===== src/rtl/seg_pkg.sv =====
// Shared constants and types for the seven-segment readback path.
// Glyphs are active-low {g,f,e,d,c,b,a}; SEG_GLYPH[n] is the pattern for hex digit n.
package seg_pkg;

    typedef logic [3:0] nibble_t;

    typedef enum logic {
        SETTLE,
        HELD
    } cap_state_e;

    localparam logic [6:0] SEG_BLANK = 7'h7F;

    localparam logic [6:0] SEG_GLYPH [16] = '{
        7'h40, 7'h79, 7'h24, 7'h30, 7'h19, 7'h12, 7'h02, 7'h78,
        7'h00, 7'h10, 7'h08, 7'h03, 7'h46, 7'h21, 7'h06, 7'h0E
    };

endpackage


===== src/rtl/seg_to_hex_lut.sv =====
// Combinational inverse of the hex-to-segment decoder.
// hit flags a known glyph; blank flags the all-off pattern.
module seg_to_hex_lut
    import seg_pkg::*;
(
    input  logic [6:0] seg,
    output logic       hit,
    output nibble_t    nibble,
    output logic       blank
);

    always_comb begin
        hit    = 1'b0;
        nibble = '0;
        blank  = (seg == SEG_BLANK);
        for (int i = 0; i < 16; i++) begin
            if (seg == SEG_GLYPH[i]) begin
                hit    = 1'b1;
                nibble = nibble_t'(i);
            end
        end
    end

endmodule


===== src/rtl/seg_capture.sv =====
// Passive seven-segment readback monitor: debounces each (digit_sel, seg) pair
// and commits one decoded nibble per digit after STABLE_CYCLES identical samples.
module seg_capture
    import seg_pkg::*;
#(
    parameter  int NUM_DIGITS    = 6,
    parameter  int STABLE_CYCLES = 4,
    localparam int IDX_W         = (NUM_DIGITS > 1) ? $clog2(NUM_DIGITS) : 1,
    localparam int CNT_W         = (STABLE_CYCLES > 0) ? $clog2(STABLE_CYCLES + 1) : 1
)
(
    input  logic                    clock,
    input  logic                    resetn,
    input  logic [6:0]              seg,
    input  logic [NUM_DIGITS-1:0]   digit_sel,
    output logic [4*NUM_DIGITS-1:0] value,
    output logic [NUM_DIGITS-1:0]   valid,
    output logic                    update,
    output logic [IDX_W-1:0]        update_idx,
    output logic                    pattern_err,
    output logic                    sel_err
);

    localparam int                SW       = NUM_DIGITS + 7;
    localparam logic [CNT_W-1:0]  CNT_MAX  = CNT_W'(STABLE_CYCLES);
    localparam logic [CNT_W-1:0]  CNT_LAST = CNT_W'(STABLE_CYCLES - 1);
    localparam logic [SW-1:0]     S_RESET  = {{NUM_DIGITS{1'b0}}, SEG_BLANK};

    logic [SW-1:0]         s_q;
    logic [SW-1:0]         live;
    logic [CNT_W-1:0]      cnt;
    logic                  match;
    cap_state_e            state_q;
    cap_state_e            state_d;

    logic [NUM_DIGITS-1:0] sel_q;
    logic [6:0]            seg_q;
    logic                  lut_hit;
    nibble_t               lut_nibble;
    logic                  lut_blank;

    logic                  commit;
    logic                  one_hot;
    logic                  do_update;
    logic                  do_pattern_err;
    logic                  do_sel_err;
    logic [IDX_W-1:0]      commit_idx;

    assign live  = {digit_sel, seg};
    assign match = (live == s_q);
    assign sel_q = s_q[SW-1:7];
    assign seg_q = s_q[6:0];

    // Decoding works on the registered sample, so outputs never see raw inputs.
    seg_to_hex_lut u_lut (
        .seg    (seg_q),
        .hit    (lut_hit),
        .nibble (lut_nibble),
        .blank  (lut_blank)
    );

    always_ff @(posedge clock or negedge resetn) begin
        if (!resetn) begin
            s_q <= S_RESET;
            cnt <= '0;
        end else begin
            s_q <= live;
            if (!match) begin
                cnt <= '0;
            end else if (cnt != CNT_MAX) begin
                cnt <= cnt + 1'b1;
            end
        end
    end

    always_ff @(posedge clock or negedge resetn) begin
        if (!resetn) begin
            state_q <= SETTLE;
        end else begin
            state_q <= state_d;
        end
    end

    always_comb begin
        state_d = state_q;
        if (!match) begin
            state_d = SETTLE;
        end else if (commit) begin
            state_d = HELD;
        end
    end

    // A commit only happens while settling, so a held input never re-commits.
    always_comb begin
        commit         = (state_q == SETTLE) && match && (cnt == CNT_LAST);
        one_hot        = $onehot(sel_q);
        commit_idx     = '0;
        for (int i = 0; i < NUM_DIGITS; i++) begin
            if (sel_q[i]) begin
                commit_idx = IDX_W'(i);
            end
        end
        do_update      = commit && one_hot;
        do_sel_err     = commit && (sel_q != '0) && !one_hot;
        do_pattern_err = do_update && !lut_hit && !lut_blank;
    end

    always_ff @(posedge clock or negedge resetn) begin
        if (!resetn) begin
            value       <= '0;
            valid       <= '0;
            update      <= 1'b0;
            update_idx  <= '0;
            pattern_err <= 1'b0;
            sel_err     <= 1'b0;
        end else begin
            update      <= do_update;
            pattern_err <= do_pattern_err;
            sel_err     <= do_sel_err;
            if (do_update) begin
                update_idx <= commit_idx;
            end
            for (int i = 0; i < NUM_DIGITS; i++) begin
                if (do_update && sel_q[i]) begin
                    valid[i] <= lut_hit;
                    if (lut_hit) begin
                        value[4*i +: 4] <= lut_nibble;
                    end
                end
            end
        end
    end

endmodule


===== config.mk =====
export PLATFORM = sky130hd
export DESIGN_NAME = seg_capture
export DESIGN_NICKNAME = d
export VERILOG_FILES = /design/src/rtl/seg_pkg.sv /design/src/rtl/seg_to_hex_lut.sv /design/src/rtl/seg_capture.sv
export SDC_FILE = /design/constraint.sdc
export NUM_CORES = 1
export LEC_CHECK = 0
export BUFFER_PORTS_ARGS = -buffer_cell sky130_fd_sc_hd__buf_2
export CAP_MARGIN = 20
export CORE_ASPECT_RATIO = 1.2
export CORE_MARGIN = 2
export CORE_UTILIZATION = 31
export DETAILED_ROUTE_END_ITERATION = 10
export PLACE_DENSITY = 0.57
export SKIP_CTS_REPAIR_TIMING = 1
export SYNTH_ARGS = -nofsm -noshare
export SYNTH_HDL_FRONTEND = slang
export SYNTH_SLANG_ARGS = --single-unit

===== constraint.sdc =====
create_clock -name clock -period 3.89 [get_ports clock]
set_input_delay 0.1945 -clock clock [delete_from_list [all_inputs] [get_ports clock]]
set_output_delay 0.1945 -clock clock [all_outputs]
set_load 0.02 [all_outputs]

==> summary.txt <==
DETAILED ROUTING
----------------------------------------------------------------------------------------
Top routing layer in use                                                            met4
DRC marker count from the first detailed-route iteration                             135
Metal-1 WL                                                                      2.920 mm
Mean number of vias per cell                                                       4.698
Wire length reported by the detailed router                                     5.987 mm
DRC                                                                                    0
Met3 wirelength from detailed routing                                             302 um
Via Count                                                                          2,067
Wire length on met2                                                             2.680 mm
Routed wirelength normalized by instance count                                  13.61 um
Detail Route Antenna Nets                                                              0
First-pass DRT Iterations                                                              4

TIMING
----------------------------------------------------------------------------------------
Final number of setup-violating endpoints                                              0
Hold violation count in the final report                                               0
Portion of the clock cycle consumed by the worst path in the final layout         93.91%
Slew HR                                                                           50.61%
Post-layout minimum cycle time                                                   3653 ps
Unrepaired setup endpoints after global routing                                    false
PnR worst setup slack                                                           237.0 ps
Max Clk Rate                                                                   273.7 MHz
Accumulated negative setup slack                                                    0 ps
Final slew viol count                                                                  0
Final setup skew                                                                7.923 ps
Worst slew pin tran                                                             740.8 ps

DIE
----------------------------------------------------------------------------------------
Placement Rows                                                                        37
Die boundary height                                                             106.9 um
I/O pin count                                                                         51
Core Footprint                                                                 8564 um^2
Total Die Area                                                                 9585 um^2
Die outline width                                                               89.71 um
Initial core utilization                                                          31.91%

STATUS
----------------------------------------------------------------------------------------
Run status                                                                  complete, no violations

SETUP PATH
----------------------------------------------------------------------------------------
Biggest cell delay along the critical path                                        550 ps
Depth of the most critical reg-to-reg path                                            13
Nature of the critical path startpoint                                         flip-flop
Cell at the slowest stage of the critical path                                      fa_1
Maximum fanout count along the critical path                                          13
Type of destination of the critical path                                       flip-flop
Worst endpoint required time                                                     4090 ps
Arrival @ worst endpoint                                                         3850 ps
WS Path Type                                                                flip-flop to flip-flop
Worst path cell trace                                                       fa_1, inv_1, fa_1, inv_1, ha_1, fa_1, nor3b_2, nand4_1, nor4_2, buf_4, and2_1, nand2_4, mux2_4
Most prevalent standard cell on the critical path                                   fa_1

POWER AND IR DROP
----------------------------------------------------------------------------------------
Total leakage power                                                          0.001626 uW
VDD IR max                                                                   0.0001309 V
PwrDens                                                                     305.6 nW/um^2

GLOBAL ROUTING
----------------------------------------------------------------------------------------
Maximum number of pins on one net before global-route repair                          34
Vias in the first global route                                                     2,013
Initial antenna violation count                                                        0
First-pass GRT wire length                                                      9.956 mm
Global-route congestion overflow total                                                 0
Global-route usage over all layers                                                12.93%

CELLS AND AREA
----------------------------------------------------------------------------------------
Ant diodes                                                                             0
Area occupied by multi-input gates                                             1227 um^2
Count of filler cells inserted in the layout                                         873
Final #Nets                                                                          345
Area delta synth->final                                                           20.47%
Fraction of final layout cells sized beyond drive strength 1                      30.65%
Sequential cell area                                                           1335 um^2

CLOCK NETWORK
----------------------------------------------------------------------------------------
Number of clock sinks                                                                 53
Clock tree from TritonCTS                                                            yes
CTS root buf                                                                    clkbuf_8
Clock latency reported for the late side of the worst-skew pair                   310 ps
Number of clock buffers inserted by TritonCTS                                          5
H-tree levels                                                                          2
Clock Path Buffers                                                                     2
CTS clk-pin slew, worst paths                                                     100 ps

LOGIC SYNTHESIS
----------------------------------------------------------------------------------------
Number of instances in the synthesized netlist                                       261
Cell taking the most area after synthesis                                        dfrtp_1
Post-synth net total                                                                 284
Share of Yosys cell area claimed by the top area cell type                        42.12%
Netlist area before placement                                                  2733 um^2
Post-synthesis area per instance                                              10.47 um^2
Post-synth EDFFs                                                                       0
Top cells by area, synth                                                    dfrtp_1 42%, dfstp_2 6.7%, a21oi_1 4.9%
Number of distinct library cells after synthesis                                      47
Synth warn                                                                             0
#FFs+latches synth                                                                    53
Portion of the post-synthesis area used by sequential elements                    48.86%
Async set-or-reset flop fraction in the synthesized netlist                       100.0%
Most common library cells after synthesis                                   46 x dfrtp_1, 27 x a21oi_1, 20 x inv_1
Most used standard cell by instance count after synthesis                        dfrtp_1
Dominant synthesized flop cell                                                   dfrtp_1

MIN PATH
----------------------------------------------------------------------------------------
Path category of the worst min-delay check                                  input pin to flip-flop
Depth of the worst hold-timing path                                                    1

PLACE
----------------------------------------------------------------------------------------
Setup Slack @ Placement                                                         139.1 ps
Placed wire-length estimate                                                     4.461 mm
RD Place Congestion                                                               0.7279
Count of buffers inserted at the top-level ports                                      50

JOB
----------------------------------------------------------------------------------------
Number of max-capacitance violations reported                                          0

-- cells in the final DEF, fill, tap and decap left out, types with 2 or more instances in the layout --
master	count
buf_2	50
nor3_1	4
nand2_4	6
a21oi_1	27
nor2b_1	4
dlygate4sd3_1	8
nand2_1	17
clkbuf_8	5
dfstp_2	7
nor4b_1	2
inv_1	20
and4_1	2
a22oi_1	3
nand3_1	5
buf_4	11
o21ai_0	5
mux2_4	6
nor2_1	10
nor3b_1	2
ha_1	5
dfrtp_1	46
nand4_1	5
and2_1	7
a21boi_0	3
nor4_2	2
fa_1	3
clkinv_4	2
o21ai_1	19
xnor2_1	15
-- worst max-delay path: cells and delay by family (launching register included) --
kind / cells / cell delay (ps)
fa+ha+maj: 4 / 1650
buf+inv: 3 / 320
flops: 1 / 480
mux: 1 / 300
simple gates: 5 / 800
-- final timing paths --
path	from	endpoint	slack (ps)
setup reg to reg	s_q[8]	value[12]	240
hold / removal	digit_sel[4]	s_q[11]	10
hold reg to reg	update_idx[0]	update_idx[0]	470
setup / recovery	s_q[8]	value[12]	240
min in group asynchronous	resetn	value[13]	480
max in group asynchronous	resetn	s_q[5]	2590
-- per-stage QoR --
step	hold WS (ps)	utilization, %	cells	instance area, um^2	total power (uW)
final	14.01	38.44	440	3292	1006
after global routing	0.7871	38.44	440	3292	1057
after CTS	-33.79	37.43	432	3206	1012
after detailed placement	303.8	36.36	424	3114	693.7
after global placement	296.7	36.36	424	3114	691.2
after floorplan	-101.1	-	261	2733	653.8
-- registers in the layout, indices dropped and copies added, names as in the netlist --
name / cells
cnt: 3
pattern_err: 1
sel_err: 1
s_q: 13
state_q: 1
value: 24
update: 1
valid: 6
update_idx: 3
-- cell families (layout without fill, tap and decap cells) --
kind of cell	count (synthesis)	count (layout)	synth area share, %
adder cells (fa/ha/maj)	8	8	4.487
buffers and inverters	36	98	6.456
AND/OR/NAND/NOR	75	75	16.99
AO/OA/AOI/OAI	68	68	15.11
XOR/XNOR	15	15	4.808
flip-flops	53	53	48.86
multiplexers	6	6	3.297
-- per-layer routing --
metal | global-route usage (%) | vias up
met2 | 20.35 | 57
met4 | 4.396 | 0
li1 | - | 1022
met1 | 17.25 | 982
met3 | 3.654 | 6
met5 | 0 | -
-- where the power goes --
group	total [uW]	internal, uW	leakage (uW)	switching [uW]
clock	315	128	0.0000481	187
combinational	109	48.4	0.000907	60.1
sequential	582	561	0.000671	21.1
total	1010	738	0.00163	268
-- layout make-up --
| class | instances | area share, % |
|---|---|---|
| Sequential cell | 53 | 40.55 |
| Multi-Input combinational cell | 172 | 37.29 |
| Timing Repair Buffer | 69 | 12.54 |
| Tap cell | 117 | 4.447 |
| Inverter | 21 | 2.395 |
| Clock buffer | 5 | 2.090 |
| Clock inverter | 3 | 0.6841 |
No activity file was read; power rests on OpenSTA's default activity.
